==> config.mk <==
export PLATFORM = sky130hd
export DESIGN_NAME = pipe_stage_reg
export DESIGN_NICKNAME = d
export VERILOG_FILES = /design/src/rtl/pipe_stage_reg.sv
export SDC_FILE = /design/constraint.sdc
export NUM_CORES = 1
export LEC_CHECK = 0
export ABC_AREA = 1
export CORE_MARGIN = 2
export CORE_UTILIZATION = 44
export CTS_CLUSTER_SIZE = 8
export DETAILED_ROUTE_END_ITERATION = 10
export HOLD_SLACK_MARGIN = 0.06
export PLACE_DENSITY = 0.72
export SLEW_MARGIN = 20
export SYNTH_ARGS = -nofsm -noshare
export SYNTH_HDL_FRONTEND = slang
export SYNTH_SLANG_ARGS = --single-unit
==> constraint.sdc <==
create_clock -name clk -period 1.95 [get_ports clk]
set_clock_uncertainty 0.2 [all_clocks]
set_input_delay 0.2925 -clock clk [delete_from_list [all_inputs] [get_ports clk]]
set_output_delay 0.2925 -clock clk [all_outputs]
set_load 0.05 [all_outputs]
==> src/rtl/pipe_stage_reg.sv <==
// rtl/pipe_stage_reg.sv - valid/ready pipeline stage register with two-entry skid buffer
module pipe_stage_reg #(
    parameter int               WIDTH     = 64,
    parameter logic [WIDTH-1:0] NOP_VALUE = {WIDTH{1'b0}}
) (
    input  logic             clk,
    input  logic             rst,
    input  logic             flush,
    input  logic             in_valid,
    output logic             in_ready,
    input  logic [WIDTH-1:0] in_data,
    output logic             out_valid,
    input  logic             out_ready,
    output logic [WIDTH-1:0] out_data,
    output logic [1:0]       occupancy
);

    // State encoding doubles as the held-entry count.
    typedef enum logic [1:0] {
        EMPTY = 2'd0,
        ONE   = 2'd1,
        FULL  = 2'd2
    } state_t;

    state_t           state_q;
    state_t           state_n;
    logic [WIDTH-1:0] main_q;
    logic [WIDTH-1:0] main_n;
    logic [WIDTH-1:0] skid_q;
    logic [WIDTH-1:0] skid_n;
    logic             in_fire;
    logic             out_fire;

    // Handshake strobes and outputs decode from registered state only.
    assign in_ready  = (state_q != FULL);
    assign out_valid = (state_q != EMPTY);
    assign occupancy = state_q;
    assign out_data  = main_q;
    assign in_fire   = in_valid & in_ready;
    assign out_fire  = out_valid & out_ready;

    // Next-state and storage selection; flush outranks any handshake.
    always_comb begin
        state_n = state_q;
        main_n  = main_q;
        skid_n  = skid_q;
        if (flush) begin
            state_n = EMPTY;
            main_n  = NOP_VALUE;
            skid_n  = NOP_VALUE;
        end else begin
            case (state_q)
                EMPTY: begin
                    if (in_fire) begin
                        main_n  = in_data;
                        state_n = ONE;
                    end
                end
                ONE: begin
                    if (in_fire && out_fire) begin
                        main_n = in_data;
                    end else if (in_fire) begin
                        skid_n  = in_data;
                        state_n = FULL;
                    end else if (out_fire) begin
                        state_n = EMPTY;
                    end
                end
                FULL: begin
                    if (out_fire) begin
                        main_n  = skid_q;
                        state_n = ONE;
                    end
                end
                default: begin
                    state_n = EMPTY;
                    main_n  = NOP_VALUE;
                    skid_n  = NOP_VALUE;
                end
            endcase
        end
    end

    // State and payload registers with synchronous reset to the NOP payload.
    always_ff @(posedge clk) begin
        if (rst) begin
            state_q <= EMPTY;
            main_q  <= NOP_VALUE;
            skid_q  <= NOP_VALUE;
        end else begin
            state_q <= state_n;
            main_q  <= main_n;
            skid_q  <= skid_n;
        end
    end

endmodule

==> flow_summary.yaml <==
setup_path:
  worst-r2r-cell-count: 7
  r2r-end: "out_data[30]"
  start_kind: "register"
  endpoint_kind: "primary output"
  r2r_start: "occupancy[0]"
  r2r_slack_ns: 0.24
  crit_type: "reg -> out"
  worstPathMaxFanout: 15
  cp.arrival_ns: 1.39
  critPathRequiredTime_ns: 1.46
detailed_routing:
  antenna_left: 0
  drt_first_pass_iters: 5
  vias: 6453
  drt_iter0_drc: 542
  wl_mm: 16.4
  drt-wirelength-per-cell_um: 12.0
  drc_errors: 0
  vias_per_cell: 4.73
synth:
  syn_inst: 1062
  yosysWarnings: 0
  synthesis.nets: 1131
  ys_ff_latch: 130
  seq_area_frac_synth: 0.404
  synth_area_mm2: 0.00644
  synth_cell_types: 16
  avgSynthCellArea_um2: 6.07
placement:
  io_buffers: 136
  placed_cells: 1339
  place_congestion: 0.774
  post_dp_cell_area_mm2: 0.00800
  dp_hpwl_mm: 10.6
cells_and_area:
  post-route-cell-area_mm2: 0.00846
  regArea_mm2: 0.00261
  synthToLayoutAreaGrowth_pct: 31.4
  multiInputGateArea_mm2: 0.00311
  drive_above_1_share: 0.102
  final_cells: 1364
  fin_nets: 1243
  fill_cells: 1435
timing:
  maxSlewHeadroom: 0.680
  finalSetupViolations: 0
  rsz0062_at_grt: "false"
  fin_crit_ns: 1.88
  fin_crit_sh: 0.963
  fmax_ghz: 0.532
  setup_tns_ns: 0
  drv_slew: 0
  tightest_slew_ns: 0.479
  final-hold-violation-count: 0
power_and_ir_drop:
  total_power_mw: 6.66
  power_frac_clock: 0.397
  internal-power_mw: 4.81
  ir_drop_mv: 0.610
  pwr-share-comb: 0.182
  switching_share: 0.279
  powerDensity_mw_per_mm2: 787
  leakagePower_nw: 3.98
  p_seq_frac: 0.421
  p_sw_mw: 1.86
flow_run:
  maxCapViolCount: 0
floorplan:
  ioPinCount: 137
  start_util: 0.447
  core_mm2: 0.0144
  die_width_um: 125
  die_y_um: 125
  rows: 44
  dieArea_mm2: 0.0156
global_route:
  antenna_found_initial: 1
  grt_pass1_wl_mm: 27.4
  first_global_vias: 5735
  grt_usage: 0.212
  grt_max_degree: 55
  grt_overflow: 0
clock_network:
  post-cts-setup-buffers: 0
  numCtsBuffers: 17
  ctsHtreeMaxLevel: 4
  clkTransAtPathRegs_ns: 0.05
  clk_latency_ns: 0.41
  clock_path_buffers: 2
  clock_sinks: 130
  cts_tree: "done"
  hold_buffers: 0
  cts-root-buf: "clkbuf_16"
hold_path:
  worstHoldStart: "skid_q[39]"
  whs_endpoint: "skid_q[39]"
  min_path_cells: 2
  hp-class: "reg -> reg"
run_status:
  status: "finished clean"
-- Yosys cell counts --
library cell | number | area share
a21oi_4 | 1 | 0.0025
o22ai_1 | 17 | 0.017
a31oi_1 | 1 | 0.00097
buf_4 | 8 | 0.0093
a21oi_1 | 48 | 0.037
clkbuf_1 | 18 | 0.010
nand2_1 | 356 | 0.21
dfxtp_1 | 130 | 0.40
buf_2 | 43 | 0.033
nor2_4 | 1 | 0.0017
nor2_1 | 228 | 0.13
nand4_2 | 1 | 0.0019
inv_1 | 101 | 0.059
buf_1 | 7 | 0.0041
inv_2 | 3 | 0.0017
nand3_1 | 99 | 0.077
-- power by group through the flow --
stage          Sequential [mW]  Clock (mW)  Combinational, mW
6_report                  2.81        2.65               1.21
5_1_grt                   2.82        2.80               1.33
4_1_cts                   2.81        2.70               1.22
3_5_place_dp              2.86           0               1.22
3_3_place_gp              2.86           0               1.21
2_1_floorplan             3.11           0              0.522
-- sequential cells by signal, summed over array words and instances (netlist names) --
name,flops
occupancy,2
out_data,64
skid_q,64
-- cell usage in the layout, fill, tap and decap left out, types with 12 or more instances in the layout --
cell             netlist  routed
nand2_1              356     356
nor2_1               228     227
dfxtp_1              130     128
inv_1                101     101
nand3_1               99      98
buf_4                  8      72
clkdlybuf4s50_1        0      68
a21oi_1               48      48
o22ai_1               17      17
clkbuf_16              0      17
buf_12                 0      16
dlygate4sd2_1          0      12
-- what timing repair did --
| action | CTS | global route |
|---|---|---|
| endpoints found under the setup margin | 13 | 0 |
| gates resized for setup | 14 | 0 |
| hold endpoints to repair | 0 | 0 |
-- critical path, cell delays in order, from the launching register on --
cell     delay [ns]
dfxtp_2        0.40
buf_6          0.20
nand2_1        0.14
buf_4          0.23
-- worst max-delay path by stage --
| stage | from | end | depth (start not counted) |
|---|---|---|---|
| after floorplan | occupancy[0] | out_data[13] | 6 |
| after global placement | in_valid | out_data[17] | 7 |
| after detailed placement | in_valid | out_data[13] | 7 |
| after CTS | occupancy[1] | in_ready | 3 |
| after global routing | occupancy[1] | in_ready | 3 |
| final | occupancy[1] | in_ready | 3 |
-- metal layers --
metal / GRT usage / wire, um
met1: 0.281 / 7770
met2: 0.339 / 7510
met4: 0.0758 / 290
met3: 0.0501 / 838
met5: 0 / 0
-- kinds of logic after synthesis --
logic type,Yosys count,share of synthesized area
simple gates,685,0.421
flops,130,0.404
compound gates,67,0.0573
buf+inv,180,0.118
-- layout make-up --
cell class | instances | area share
Multi-Input combinational cell | 752 | 0.367
Sequential cell | 130 | 0.308
Timing Repair Buffer | 169 | 0.196
Clock buffer | 21 | 0.0532
Inverter | 104 | 0.0464
Tap cell | 184 | 0.0272
Clock inverter | 3 | 0.00177
Antenna cell | 1 | 0.000296
-- through the flow --
stage                     setup slack, ns  utilization  hold slack, ns
after floorplan                     0.150            -           0.224
after global placement             -0.105        0.555           0.259
after detailed placement           -0.148        0.555           0.268
after CTS                          0.0535        0.587           0.282
after global routing               0.0103        0.587           0.303
final                              0.0718        0.587           0.276
No activity file was read; power rests on OpenSTA's default activity.
